`config.mk`:
```
export PLATFORM = sky130hd
export DESIGN_NAME = ascii_to_ps2_tx
export DESIGN_NICKNAME = d
export VERILOG_FILES = /design/src/rtl/ascii_to_ps2_tx.sv
export SDC_FILE = /design/constraint.sdc
export NUM_CORES = 1
export LEC_CHECK = 0
export CAP_MARGIN = 20
export CORE_UTILIZATION = 34
export CTS_CLUSTER_DIAMETER = 80
export DETAILED_ROUTE_END_ITERATION = 16
export HOLD_SLACK_MARGIN = 0.05
export MAX_ROUTING_LAYER = met4
export RECOVER_POWER = 25
export SLEW_MARGIN = 10
export SYNTH_ARGS = -nofsm -noshare
export SYNTH_HDL_FRONTEND = slang
export SYNTH_SLANG_ARGS = --single-unit
```
`constraint.sdc`:
```
create_clock -name clk -period 6.15 [get_ports clk]
set_clock_uncertainty 0.2 [all_clocks]
set_input_delay 1.5375 -clock clk [delete_from_list [all_inputs] [get_ports clk]]
set_output_delay 1.5375 -clock clk [all_outputs]
set_load 0.02 [all_outputs]
```
`src/rtl/ascii_to_ps2_tx.sv`:
```
// ascii_to_ps2_tx: keyboard-side PS/2 transmitter.
// Accepts one ASCII character per valid/ready handshake and maps it to its
// set-2 scan code. It then drives device-to-host frames on ps2c/ps2d.
// Each frame is: start 0, 8 data bits LSB first, odd parity, stop 1.
//
// Build option: define ASCII_TX_BREAK_EN to send the full make + F0 + make
// sequence (3 frames). Without it, only the make frame is sent.
//
// Gap timing: LOAD is a single idle cycle, and GAP holds the lines idle for
// GAP_CYCLES-1 cycles. Between frames the idle time is therefore exactly
// GAP_CYCLES. A complete frame slot is 1 + 22*CLK_DIV + GAP_CYCLES-1 cycles.
// GAP_CYCLES must be at least 2.
module ascii_to_ps2_tx #(
    parameter int CLK_DIV    = 3333,
    parameter int GAP_CYCLES = 6666
) (
    input  logic       clk,
    input  logic       reset,
    input  logic [7:0] ascii_in,
    input  logic       ascii_valid,
    output logic       ascii_ready,
    output logic       ps2c,
    output logic       ps2d,
    output logic       busy,
    output logic       unmapped
);
    localparam int CW = $clog2(CLK_DIV + 1);
    localparam int GW = $clog2(GAP_CYCLES + 1);
    localparam logic [CW-1:0] HALF_LAST = CW'(CLK_DIV - 1);
    localparam logic [GW-1:0] GAP_LAST  = GW'(GAP_CYCLES - 2);

    typedef enum logic [2:0] {IDLE, LOAD, START, DATA, PARITY, STOP, GAP} state_t;

    state_t        state, state_nxt;
    logic          half, half_nxt;          // 0: clock-high half, 1: clock-low half
    logic [CW-1:0] hcnt, hcnt_nxt;
    logic [2:0]    bitidx, bitidx_nxt;
    logic [GW-1:0] gcnt, gcnt_nxt;
    logic          ps2c_nxt, ps2d_nxt, busy_nxt, ready_nxt, unmapped_nxt;
    logic [7:0]    code_r;                  // scan code of the accepted character
    logic [7:0]    frame_r;                 // byte currently being serialised
    logic [8:0]    lookup;
    logic          accept;
    logic          last_frame;

`ifdef ASCII_TX_BREAK_EN
    logic [1:0]    fidx, fidx_nxt;          // 0: make, 1: F0, 2: make again
    assign last_frame = (fidx == 2'd2);
`else
    assign last_frame = 1'b1;
`endif

    // Returns {mapped, scan_code}; folding bit 5 makes the match case-insensitive
    function automatic logic [8:0] map_ascii(input logic [7:0] c);
        case (c | 8'h20)
            8'h61:   map_ascii = {1'b1, 8'h1C};   // A
            8'h64:   map_ascii = {1'b1, 8'h23};   // D
            8'h66:   map_ascii = {1'b1, 8'h2B};   // F
            8'h68:   map_ascii = {1'b1, 8'h33};   // H
            8'h72:   map_ascii = {1'b1, 8'h2D};   // R
            8'h74:   map_ascii = {1'b1, 8'h2C};   // T
            default: map_ascii = 9'h000;
        endcase
    endfunction

    assign lookup = map_ascii(ascii_in);
    assign accept = ascii_valid && ascii_ready;

    // Next-state logic; the line values are derived from the next state so the
    // registered ps2c/ps2d always match the state they belong to
    always_comb begin
        state_nxt    = state;
        half_nxt     = half;
        hcnt_nxt     = hcnt;
        bitidx_nxt   = bitidx;
        gcnt_nxt     = gcnt;
        unmapped_nxt = 1'b0;
`ifdef ASCII_TX_BREAK_EN
        fidx_nxt     = fidx;
`endif
        case (state)
            IDLE: begin
                if (accept) begin
                    if (lookup[8]) begin
                        state_nxt = LOAD;
`ifdef ASCII_TX_BREAK_EN
                        fidx_nxt  = 2'd0;
`endif
                    end else begin
                        unmapped_nxt = 1'b1;
                    end
                end
            end
            LOAD: begin
                state_nxt = START;
                half_nxt  = 1'b0;
                hcnt_nxt  = '0;
            end
            START, DATA, PARITY, STOP: begin
                if (hcnt == HALF_LAST) begin
                    hcnt_nxt = '0;
                    half_nxt = ~half;
                    if (half) begin
                        case (state)
                            START: begin
                                state_nxt  = DATA;
                                bitidx_nxt = 3'd0;
                            end
                            DATA: begin
                                if (bitidx == 3'd7) state_nxt = PARITY;
                                else                bitidx_nxt = bitidx + 3'd1;
                            end
                            PARITY:  state_nxt = STOP;
                            default: begin
                                state_nxt = GAP;
                                gcnt_nxt  = '0;
                            end
                        endcase
                    end
                end else begin
                    hcnt_nxt = hcnt + 1'b1;
                end
            end
            GAP: begin
                if (gcnt == GAP_LAST) begin
                    state_nxt = last_frame ? IDLE : LOAD;
`ifdef ASCII_TX_BREAK_EN
                    fidx_nxt  = fidx + 2'd1;
`endif
                end else begin
                    gcnt_nxt = gcnt + 1'b1;
                end
            end
            default: state_nxt = IDLE;
        endcase

        ps2c_nxt = 1'b1;
        ps2d_nxt = 1'b1;
        case (state_nxt)
            START:  begin ps2c_nxt = ~half_nxt; ps2d_nxt = 1'b0;               end
            DATA:   begin ps2c_nxt = ~half_nxt; ps2d_nxt = frame_r[bitidx_nxt]; end
            PARITY: begin ps2c_nxt = ~half_nxt; ps2d_nxt = ~^frame_r;          end
            STOP:   begin ps2c_nxt = ~half_nxt; ps2d_nxt = 1'b1;               end
            default: ;
        endcase
        busy_nxt  = (state_nxt != IDLE);
        ready_nxt = (state_nxt == IDLE) && !unmapped_nxt;
    end

    // Control state and registered line outputs
    always_ff @(posedge clk) begin
        if (reset) begin
            state       <= IDLE;
            half        <= 1'b0;
            hcnt        <= '0;
            bitidx      <= 3'd0;
            gcnt        <= '0;
            ps2c        <= 1'b1;
            ps2d        <= 1'b1;
            busy        <= 1'b0;
            ascii_ready <= 1'b1;
            unmapped    <= 1'b0;
`ifdef ASCII_TX_BREAK_EN
            fidx        <= 2'd0;
`endif
        end else begin
            state       <= state_nxt;
            half        <= half_nxt;
            hcnt        <= hcnt_nxt;
            bitidx      <= bitidx_nxt;
            gcnt        <= gcnt_nxt;
            ps2c        <= ps2c_nxt;
            ps2d        <= ps2d_nxt;
            busy        <= busy_nxt;
            ascii_ready <= ready_nxt;
            unmapped    <= unmapped_nxt;
`ifdef ASCII_TX_BREAK_EN
            fidx        <= fidx_nxt;
`endif
        end
    end

    // Data registers: scan code captured at acceptance, frame byte chosen in LOAD
    always_ff @(posedge clk) begin
        if (state == IDLE && accept && lookup[8]) code_r <= lookup[7:0];
        if (state == LOAD) begin
`ifdef ASCII_TX_BREAK_EN
            frame_r <= (fidx == 2'd1) ? 8'hF0 : code_r;
`else
            frame_r <= code_r;
`endif
        end
    end
endmodule

```
==> summary.md <==
| Metric | Value |
|---|---|
| Routed via count | `2201` |
| Final Instance Area | `0.00303 sq mm` |
| Post-CTS Setup Repair Bufs | `0` |
| CTS tree | `yes` |
| Top FF cell, synth | `dfxtp_1` |
| LEAKAGE | `1.01 nW` |
| Power Density | `182 mW/mm^2` |
| CP Max Fanout | `9` |
| Worst EP arrival | `3510 ps` |
| Placed cell areas | `0.00295 sq mm` |
| Initial antenna violation count | `0` |
| Via/cell ratio | `5.25` |
| Unique cell type count in the Yosys netlist | `59` |
| Final wirelength | `5.40 mm` |
| Critical Path Sink Type | `flip-flop` |
| GR Overflow Total | `0` |
| FILL cells | `790` |
| RSZ-0062 raised after global routing | `no` |
| Num CTS Buffers | `5` |
| Die Footprint | `0.00840 sq mm` |
| Io pins | `16` |
| Max rail drop VDD | `0.104 mV` |
| Setup_tns | `0 ps` |
| CTS Root Cell | `clkbuf_8` |
| Chip height | `91.6 um` |
| Worst Path Required | `5890 ps` |
| Synthesized area per cell | `8.84 sq um` |
| EDFF count, synth | `12` |
| # hold bufs at CTS | `0` |
| Tcrit/Tclk final | `0.614` |
| WL/cell | `12.9 um` |
| Max clock buf depth | `2` |
| Status | `complete, no violations` |
| Share of cells above drive strength 1 | `0.0694` |
| Largest net degree at the start of global routing | `21` |
| Port bufs | `14` |
| TritonRoute pass-1 iters | `4` |
| Global-route wire length before repair | `9.03 mm` |
| Die W | `91.6 um` |
| Synthesis-to-finish area growth | `10.8%` |
| Post-cts sizing count | `0` |
| Final ANT Viol Nets | `0` |
| Yosys warns | `0` |
| Worst-margin pin slew | `991 ps` |
| Seq/Total Area, Yosys | `0.403` |
| Final hold vios | `0` |
| # setup viols final | `0` |
| Worst hold-check path type | `reg -> reg` |
| H-tree Lvls | `2` |
| Worst setup SP type | `primary input` |
| ANT cells | `0` |
| Final min period | `3780 ps` |
| Reg clk slew, reported paths | `90 ps` |
| Pwr Total | `0.550 mW` |
| Core Box Area | `0.00777 sq mm` |
| Row count | `32` |
| Clock Sink Count | `49` |
| Synth Instances | `309` |
| CP Class | `in -> reg` |
| Insertion delay to the later sink of the worst-skew pair | `310 ps` |
| Max Fclk | `0.265 GHz` |
| Number of synthesized register bits | `49` |
| Mapped Area | `0.00273 sq mm` |
| Vias in the first global route | `1979` |
| NumNets Final | `334` |
| Synthesized net count | `327` |
| GRT Total Usage | `0.137` |
| Initial core utilization | `0.352` |
| Final HPWL DP | `3.82 mm` |
| Max-slew headroom | `0.339` |
| DRT iter0 DRCs | `99` |
| Post-synth ARST share | `0` |
| Max Cap Viol | `0` |
| Max-slew violation count | `0` |
| RePlAce Congestion | `0.823` |
| DR DRC count | `0` |
## cell families after synthesis
kind of cell,share of synthesized area
flops,0.403
mux,0.0115
buf+inv,0.0394
simple gates,0.271
fa+ha+maj,0.0321
xor+xnor,0.0577
compound gates,0.186
## layer usage
layer / vias up / track usage / routed length, um
met5: - / - / 0
met4: 0 / 0.0476 / 68
met3: 7 / 0.0299 / 201
met2: 47 / 0.211 / 2430
met1: 1019 / 0.177 / 2700
li1: 1128 / - / -
## layout by cell type (no fill, tap or decap), drive strengths merged, types with 4 or more instances in the layout
cell type and instances:
a31oi 5, dfxtp 37, edfxtp 12, xor2 9
nand3 8, and3 10, nor2 43, o21ai 11
inv 11, a311oi 8, nand4 4, ha 7
a211oi 6, clkdlybuf4s50 13, nand2b 6, xnor2 9
a21oi 21, nor3 7, nand3b 4, nand2 28
clkbuf 7
## worst max-delay path, cell delays in order
cell,delay [ps]
clkdlybuf4s50_1,630
nor2b_1,220
a21oi_1,60
o21a_1,200
o22a_1,210
nor3_1,660
## cells in the mapped netlist (all sizes together) (2+ instances only)
master / instances / share of area
nor2: 43 / 0.059
dfxtp: 37 / 0.27
nand2: 28 / 0.038
a21oi: 21 / 0.038
edfxtp: 12 / 0.13
clkbuf: 11 / 0.015
inv: 11 / 0.015
o21ai: 11 / 0.020
and3: 10 / 0.026
xnor2: 9 / 0.029
xor2: 9 / 0.029
a311oi: 8 / 0.026
nand3: 8 / 0.015
ha: 7 / 0.032
nor3: 7 / 0.013
a211oi: 6 / 0.016
nand2b: 6 / 0.014
a31oi: 5 / 0.011
buf: 5 / 0.0092
nand3b: 4 / 0.011
nand4: 4 / 0.020
and2: 3 / 0.0069
nor2b: 3 / 0.0069
nor3b: 3 / 0.012
o21bai: 3 / 0.0082
or3: 3 / 0.0069
a21o: 2 / 0.0055
and4bb: 2 / 0.011
mux2i: 2 / 0.0073
nor4: 2 / 0.0046
o21a: 2 / 0.0055
o32ai: 2 / 0.0064
## layout make-up
type	count	area, sq um	area share
timing repair buffer	16	151	0.0500
clock inverter	2	10.0	0.00331
sequential	49	1100	0.364
multi-input combinational	233	1520	0.503
clock buffer	6	72.6	0.0240
inverter	11	41.3	0.0136
tap	102	128	0.0422
## registers in the layout, indices dropped and copies added, names as in the netlist
name         flops
ascii_ready      1
bitidx           3
busy             1
code_r           6
frame_r          6
gcnt            13
half             1
hcnt            12
ps2c             1
ps2d             1
state            3
unmapped         1
## power by group
group / switching, mW / total [mW] / internal, mW
Sequential: 0.00104 / 0.331 / 0.330
Combinational: 0.0164 / 0.0299 / 0.0135
Clock: 0.109 / 0.188 / 0.0791
Total: 0.127 / 0.550 / 0.423
## per-stage QoR
step                 util  worst slack [ps]  hold WS [ps]  std cells
CTS                 0.390              2370           228        419
floorplan               -              2680           200        309
global placement    0.380              2110           205        411
detailed placement  0.380              2070           211        411
global route        0.390              2210           237        419
finish              0.390              2370           224        419
## path summary, 6_finish.rpt
path / startpoint / to / slack (ps) / cells after the start
worst min-delay path: code_r[3] / frame_r[3] / 220 / 0
worst max register to register: state[1] / ps2d / 3270 / 9
worst max-delay path: ascii_in[2] / code_r[1] / 2370 / 6
worst min register to register: code_r[3] / frame_r[3] / 220 / 0
Note: power is estimated with default switching activity, not from simulation.
